`src/rtl/sorting_pkg.sv`:
```
// Shared types and helpers for the insertion-sort packet core.
package sorting_pkg;

  typedef enum logic [1:0] {
    LOAD_IDLE = 2'd0,
    LOAD      = 2'd1,
    UNLOAD    = 2'd2
  } state_e;

  // Widest data word the compare helper handles; narrower words are zero-extended.
  localparam int CMP_W = 64;

  // Count and read index must represent 0..max_len inclusive.
  function automatic int count_width(input int max_len);
    return $clog2(max_len + 1);
  endfunction

  // True when the stored word must move above the incoming word.
  // Strict compare keeps equal words in arrival order (stable sort).
  function automatic logic goes_after(input logic [CMP_W-1:0] slot_val,
                                      input logic [CMP_W-1:0] new_val,
                                      input logic             descending);
    return descending ? (slot_val < new_val) : (slot_val > new_val);
  endfunction

endpackage

```
`src/rtl/sorting_insertion_cell.sv`:
```
// One slot of the insertion-sort array: storage plus its compare against the incoming word.
module sorting_insertion_cell
  import sorting_pkg::*;
#(
  parameter int DWIDTH     = 4,
  parameter int DESCENDING = 0
) (
  input  logic              clk_i,
  input  logic              arst_i,
  input  logic [DWIDTH-1:0] new_data_i,
  input  logic [DWIDTH-1:0] prev_data_i,
  input  logic              load_new_i,
  input  logic              shift_i,
  output logic [DWIDTH-1:0] data_o,
  output logic              gt_o
);

  logic [DWIDTH-1:0] data_q;
  logic [DWIDTH-1:0] data_d;

  // Insert the new word here, take the lower neighbour's word, or hold.
  always_comb begin
    data_d = data_q;
    if (load_new_i) begin
      data_d = new_data_i;
    end else if (shift_i) begin
      data_d = prev_data_i;
    end
  end

  // Slot storage; cleared on reset only so simulation starts from known values.
  always_ff @(posedge clk_i or posedge arst_i) begin
    if (arst_i) begin
      data_q <= '0;
    end else begin
      data_q <= data_d;
    end
  end

  assign data_o = data_q;
  assign gt_o   = goes_after(CMP_W'(data_q), CMP_W'(new_data_i), DESCENDING != 0);

endmodule

```
`src/rtl/sorting_insertion.sv`:
```
// Avalon-ST packet sorter: parallel insertion sort on load, in-order readout on unload.
// Optional overflow/framing-error pulse output ovf_o is enabled by SORTING_INSERTION_OVF_EN.
module sorting_insertion
  import sorting_pkg::*;
#(
  parameter int DWIDTH      = 4,
  parameter int MAX_PKT_LEN = 64,
  parameter int DESCENDING  = 0
) (
  input  logic              clk_i,
  input  logic              arst_i,
  input  logic [DWIDTH-1:0] snk_data_i,
  input  logic              snk_startofpacket_i,
  input  logic              snk_endofpacket_i,
  input  logic              snk_valid_i,
  output logic              snk_ready_o,
  output logic [DWIDTH-1:0] src_data_o,
  output logic              src_startofpacket_o,
  output logic              src_endofpacket_o,
  output logic              src_valid_o,
  input  logic              src_ready_i
`ifdef SORTING_INSERTION_OVF_EN
  ,
  output logic              ovf_o
`endif
);

  localparam int CW = count_width(MAX_PKT_LEN);
  localparam logic [CW-1:0] MAX_CNT = CW'(MAX_PKT_LEN);

  state_e            state_q, state_d;
  logic [CW-1:0]     count_q, count_d;
  logic [CW-1:0]     rd_idx_q, rd_idx_d;
  logic              snk_ready_q, snk_ready_d;

  logic [DWIDTH-1:0] slot_data [MAX_PKT_LEN];
  logic [MAX_PKT_LEN-1:0] gt;
  logic [MAX_PKT_LEN-1:0] load_new;
  logic [MAX_PKT_LEN-1:0] shift;
  logic [DWIDTH-1:0] rd_word;

  logic snk_fire, src_fire, restart, store_word;

  assign snk_fire = snk_valid_i & snk_ready_q;
  assign src_fire = src_valid_o & src_ready_i;

  // Next-state logic: packet framing, count update and readout sequencing.
  always_comb begin
    state_d    = state_q;
    count_d    = count_q;
    rd_idx_d   = rd_idx_q;
    restart    = 1'b0;
    store_word = 1'b0;
    case (state_q)
      LOAD_IDLE: begin
        rd_idx_d = '0;
        if (snk_fire && snk_startofpacket_i) begin
          restart = 1'b1;
          count_d = CW'(1);
          state_d = snk_endofpacket_i ? UNLOAD : LOAD;
        end
      end
      LOAD: begin
        rd_idx_d = '0;
        if (snk_fire) begin
          if (snk_startofpacket_i) begin
            // A new sop mid-packet abandons the partial packet.
            restart = 1'b1;
            count_d = CW'(1);
          end else if (count_q != MAX_CNT) begin
            store_word = 1'b1;
            count_d    = count_q + CW'(1);
          end
          if (snk_endofpacket_i) begin
            state_d = UNLOAD;
          end
        end
      end
      UNLOAD: begin
        if (src_fire) begin
          if (rd_idx_q == count_q - CW'(1)) begin
            state_d = LOAD_IDLE;
          end else begin
            rd_idx_d = rd_idx_q + CW'(1);
          end
        end
      end
      default: state_d = LOAD_IDLE;
    endcase
    snk_ready_d = (state_d != UNLOAD);
  end

  // Control state registers.
  always_ff @(posedge clk_i or posedge arst_i) begin
    if (arst_i) begin
      state_q     <= LOAD_IDLE;
      count_q     <= '0;
      rd_idx_q    <= '0;
      snk_ready_q <= 1'b0;
    end else begin
      state_q     <= state_d;
      count_q     <= count_d;
      rd_idx_q    <= rd_idx_d;
      snk_ready_q <= snk_ready_d;
    end
  end

  // Insertion point is the first live slot that must move up, else slot count;
  // everything from there up to slot count shifts up by one.
  always_comb begin : ins_ctrl
    logic seen;
    logic hit;
    seen     = 1'b0;
    hit      = 1'b0;
    load_new = '0;
    shift    = '0;
    for (int i = 0; i < MAX_PKT_LEN; i++) begin
      hit         = ((CW'(i) < count_q) & gt[i]) | (CW'(i) == count_q);
      load_new[i] = store_word & hit & ~seen;
      shift[i]    = store_word & seen & (CW'(i) <= count_q);
      seen        = seen | hit;
    end
    load_new[0] = load_new[0] | restart;
  end

  generate
    for (genvar gi = 0; gi < MAX_PKT_LEN; gi++) begin : g_cell
      logic [DWIDTH-1:0] prev_data;
      if (gi == 0) begin : g_first
        assign prev_data = '0;
      end else begin : g_rest
        assign prev_data = slot_data[gi-1];
      end
      sorting_insertion_cell #(
        .DWIDTH     (DWIDTH),
        .DESCENDING (DESCENDING)
      ) u_cell (
        .clk_i       (clk_i),
        .arst_i      (arst_i),
        .new_data_i  (snk_data_i),
        .prev_data_i (prev_data),
        .load_new_i  (load_new[gi]),
        .shift_i     (shift[gi]),
        .data_o      (slot_data[gi]),
        .gt_o        (gt[gi])
      );
    end
  endgenerate

  // Readout mux over the slot array, indexed by the read pointer.
  always_comb begin
    rd_word = '0;
    for (int i = 0; i < MAX_PKT_LEN; i++) begin
      if (CW'(i) == rd_idx_q) begin
        rd_word = slot_data[i];
      end
    end
  end

  assign snk_ready_o         = snk_ready_q;
  assign src_valid_o         = (state_q == UNLOAD);
  assign src_data_o          = src_valid_o ? rd_word : '0;
  assign src_startofpacket_o = src_valid_o & (rd_idx_q == '0);
  assign src_endofpacket_o   = src_valid_o & (rd_idx_q == count_q - CW'(1));

`ifdef SORTING_INSERTION_OVF_EN
  logic ovf_q, ovf_d;
  logic ovf_seen_q, ovf_seen_d;
  logic discard;

  assign discard = snk_fire & (state_q == LOAD) & ~snk_startofpacket_i & (count_q == MAX_CNT);

  // Flag the first dropped overflow word of a packet and any mid-packet restart.
  always_comb begin
    ovf_d      = 1'b0;
    ovf_seen_d = ovf_seen_q;
    if (restart) begin
      ovf_seen_d = 1'b0;
    end
    if (discard && !ovf_seen_q) begin
      ovf_d      = 1'b1;
      ovf_seen_d = 1'b1;
    end
    if (restart && (state_q == LOAD)) begin
      ovf_d = 1'b1;
    end
  end

  // Single-cycle error pulse register.
  always_ff @(posedge clk_i or posedge arst_i) begin
    if (arst_i) begin
      ovf_q      <= 1'b0;
      ovf_seen_q <= 1'b0;
    end else begin
      ovf_q      <= ovf_d;
      ovf_seen_q <= ovf_seen_d;
    end
  end

  assign ovf_o = ovf_q;
`endif

endmodule

```
`config.mk`:
```
export PLATFORM = sky130hd
export DESIGN_NAME = sorting_insertion
export DESIGN_NICKNAME = d
export VERILOG_FILES = /design/src/rtl/sorting_pkg.sv /design/src/rtl/sorting_insertion_cell.sv /design/src/rtl/sorting_insertion.sv
export SDC_FILE = /design/constraint.sdc
export NUM_CORES = 1
export LEC_CHECK = 0
export BUFFER_PORTS_ARGS = -buffer_cell sky130_fd_sc_hd__buf_4
export CORE_MARGIN = 2
export CORE_UTILIZATION = 50
export CTS_BUF_LIST = sky130_fd_sc_hd__clkbuf_4 sky130_fd_sc_hd__clkbuf_8
export DETAILED_ROUTE_END_ITERATION = 12
export PLACE_DENSITY = 0.67
export SYNTH_ARGS = -nofsm -noshare
export SYNTH_HDL_FRONTEND = slang
export SYNTH_SLANG_ARGS = --single-unit
```
`constraint.sdc`:
```
create_clock -name clk_i -period 10.65 [get_ports clk_i]
set_input_delay 3.195 -clock clk_i [delete_from_list [all_inputs] [get_ports clk_i]]
set_output_delay 3.195 -clock clk_i [all_outputs]
set_load 0.01 [all_outputs]
```
==> metrics.txt <==
wire per inst 29.3 µm; Area Growth Syn to Fin 7.51%; Combinational Power Share 0.378; DRC violations left 0; Synth Instances 2,971; Worst Hold Depth 2; Post-Syn Area 25,300 µm²; fmax 115 MHz; IO Pins 18; worst hold slack 0.517 ns; PwrDens 146 nW/µm²; grt met2 use 0.580; vias in the first global route 25.1k; worst hold endpoint g_cell[9].u_cell.data_o[0]$_DFFE_PP0P_; fin crit period 8.73 ns; WS Path Type reg -> out; die area 52,300 µm²; RSZ-0062 raised after global routing false; #FFs+latches synth 273; Post-Route WL 107,000 µm; Slew @ Worst Pin 1.36 ns; GRT met3 Usage 0.134; row count 82; asr flop ratio synth 1.00; Final Hold Vio Count 0; Req. time, crit path 7.46 ns; synth warn 0; Max-slew headroom 0.0801; Setup Skew 0.0363 ns; clock latency on the worst-skew pair 0.70 ns; Primary FF master, synth dfrtp_1; register area share after synthesis 0.270; Routed Antenna Nets 0; fin crit share 0.819; Syn Area/Cell 8.50 µm²; die width 229 µm; clk sinks 273; CTS tree yes; Power Internal 2.28 mW; final net count 3,219; reg-to-reg slack, setup 4.72 ns; largest net degree at the start of global routing 81; DR pass1 iterations 8; Sw Pwr 1.70 mW; design area 27,200 µm²; Max Transition Viols Final 0; CTS clk-pin slew, worst paths 0.07 ns; Sw Share 0.428; total core area 50,000 µm²; detailed-route via count 25.7k; Setup-failing EPs final 0; status finished, final reports clean; clock buffer depth 3; GRT Util Overall 0.403; RD Place Congestion 1.04; Buffers on Ports 17; Seq pwr share 0.336; setup TNS 0 ns; Clk network pwr share 0.287; Fill cells 4,699; initial antenna violation count 6; area leader, netlist dfrtp_1; most numerous cell in the Yosys netlist nand2_1; Max-cap violations 0; remaining global-route overflow 0; R2R Path End g_cell[48].u_cell.data_o[2]$_DFFE_PP0P_; CTS Buf Count 51; initial DRC count 3,207; Synth cell types 100; Chip Height 229 µm; hold path start g_cell[9].u_cell.data_o[0]$_DFFE_PP0P_; total power 3.98 mW; CTS resizes 0; Hold Buf Count CTS 0; Syn Nets 3,246; met1 GRT Util 0.528; Initial Util 0.506; CP startpoint kind register; hpwl dp 76,900 µm; R2R Path Start count_q[6]$_DFFE_PP0P_; master cell of the clock root buffer clkbuf_8; P_leak 12.5 nW; first-pass GRT wire length 160,000 µm; R2R cell count 11; Synth top area share 0.270; Post-synth EDFFs 0; synth top area cells dfrtp_1 27%, ha_1 13%, mux2_2 8.0%; vias per inst 7.02; Setup Buffers After CTS 0; Setup crit end kind output pin; Worst IR Drop VDD 0.116 mV; synth cell count leaders 274 x nand2_1, 273 x dfrtp_1, 265 x ha_1; HP Class reg -> reg; fraction of layout cells with a size suffix above 1 0.131; Top Usage Layer GRT met2; Worst EP arrival 5.53 ns; post-placement cell area 26,000 µm²; H-tree Lvls 2; Critical path origin rd_idx_q[0]$_DFFE_PP0P_; top fanout value on the critical path 21
## flip-flops by register name (all words and copies together), names as in the netlist
name and count:
g_cell.u_cell.data_o 256, state_q 2, rd_idx_q 7, count_q 7
snk_ready_o 1
## worst max-delay path: stages (launching register included)
cell	delay [ns]
dfrtp_1	0.49
ha_1	0.83
nand3_1	0.77
nor2_1	0.65
a222oi_1	0.15
and4_1	0.31
o211ai_1	0.23
nor2b_1	0.19
nand4_1	0.29
a31oi_1	0.19
o21ai_0	0.50
buf_4	0.22
## placed cells by master, fill, tap and decap left out, types with 11 or more instances in the layout
| cell | Yosys | final |
|---|---|---|
| nand2_1 | 274 | 274 |
| dfrtp_1 | 273 | 273 |
| ha_1 | 265 | 265 |
| nor2_1 | 258 | 255 |
| a21oi_1 | 229 | 229 |
| o21ai_0 | 180 | 179 |
| mux2_2 | 179 | 179 |
| mux2i_1 | 160 | 160 |
| inv_1 | 134 | 132 |
| nand4_1 | 86 | 86 |
| clkbuf_8 | 0 | 66 |
| nand3_1 | 64 | 64 |
| nor3_1 | 60 | 60 |
| buf_4 | 6 | 60 |
| o211ai_1 | 47 | 47 |
| nor2b_1 | 41 | 41 |
| o22ai_1 | 34 | 34 |
| a31oi_1 | 32 | 32 |
| a22oi_1 | 30 | 30 |
| and3_1 | 29 | 29 |
| and2_1 | 28 | 28 |
| a211oi_1 | 28 | 28 |
| nand2b_1 | 25 | 25 |
| a221oi_1 | 24 | 24 |
| nor4_1 | 23 | 23 |
| o21a_1 | 18 | 18 |
| or3_1 | 17 | 17 |
| clkbuf_4 | 0 | 17 |
| a21o_1 | 16 | 16 |
| and4_1 | 13 | 13 |
| or4_1 | 11 | 11 |
| clkinv_2 | 0 | 11 |
## worst max-delay path by stage
stage | to | slack [ns] | cells after the start
6_report | src_data_o[3] | 1.92 | 11
5_1_grt | src_data_o[3] | 1.91 | 12
4_1_cts | src_data_o[1] | 2.25 | 12
3_5_place_dp | g_cell[46].u_cell.data_o[2]$_DFFE_PP0P_ | 2.11 | 13
3_3_place_gp | g_cell[46].u_cell.data_o[1]$_DFFE_PP0P_ | 2.22 | 13
2_1_floorplan | g_cell[24].u_cell.data_o[1]$_DFFE_PP0P_ | 1.87 | 16
## routing by layer
metal	share of wire	wire, µm
met1	0.40	43200
met3	0.12	13200
met5	0.00044	47
met4	0.064	6880
met2	0.41	44000
## kinds of logic after synthesis
family / after synthesis / share of synthesized area
and+or+nand+nor: 1001 / 0.201
AOI/OAI and AO/OA: 794 / 0.202
muxes: 345 / 0.146
buffers and inverters: 278 / 0.0434
DFF: 273 / 0.270
adders and majority gates: 265 / 0.131
xor gates and xnor gates: 15 / 0.00520
## stage by stage
stage | utilization | std cells | setup slack [ns]
final | 0.544 | 3658 | 1.92
after global routing | 0.543 | 3656 | 1.91
after CTS | 0.543 | 3655 | 2.25
after detailed placement | 0.521 | 3563 | 2.11
after global placement | 0.521 | 3563 | 2.22
after floorplan | - | 2971 | 1.87
## power by group through the flow
| stage | logic, mW | clock network [mW] | registers [mW] |
|---|---|---|---|
| 2_1_floorplan | 0.931 | 0 | 1.27 |
| 3_3_place_gp | 1.39 | 0 | 1.34 |
| 3_5_place_dp | 1.43 | 0 | 1.34 |
| 4_1_cts | 1.44 | 1.16 | 1.32 |
| 5_1_grt | 1.60 | 1.20 | 1.35 |
| 6_report | 1.50 | 1.14 | 1.33 |
## area by class of cell
class,count,area [µm²],area share
Sequential cell,273,6830,0.252
Clock inverter,9,70.1,0.00258
Antenna cell,3,7.51,0.000276
Timing Repair Buffer,62,490,0.0181
Inverter,136,518,0.0191
Multi-Input combinational cell,2420,17400,0.639
Clock buffer,83,1040,0.0381
Tap cell,672,841,0.0310
Note: power is estimated with default switching activity, not from simulation.
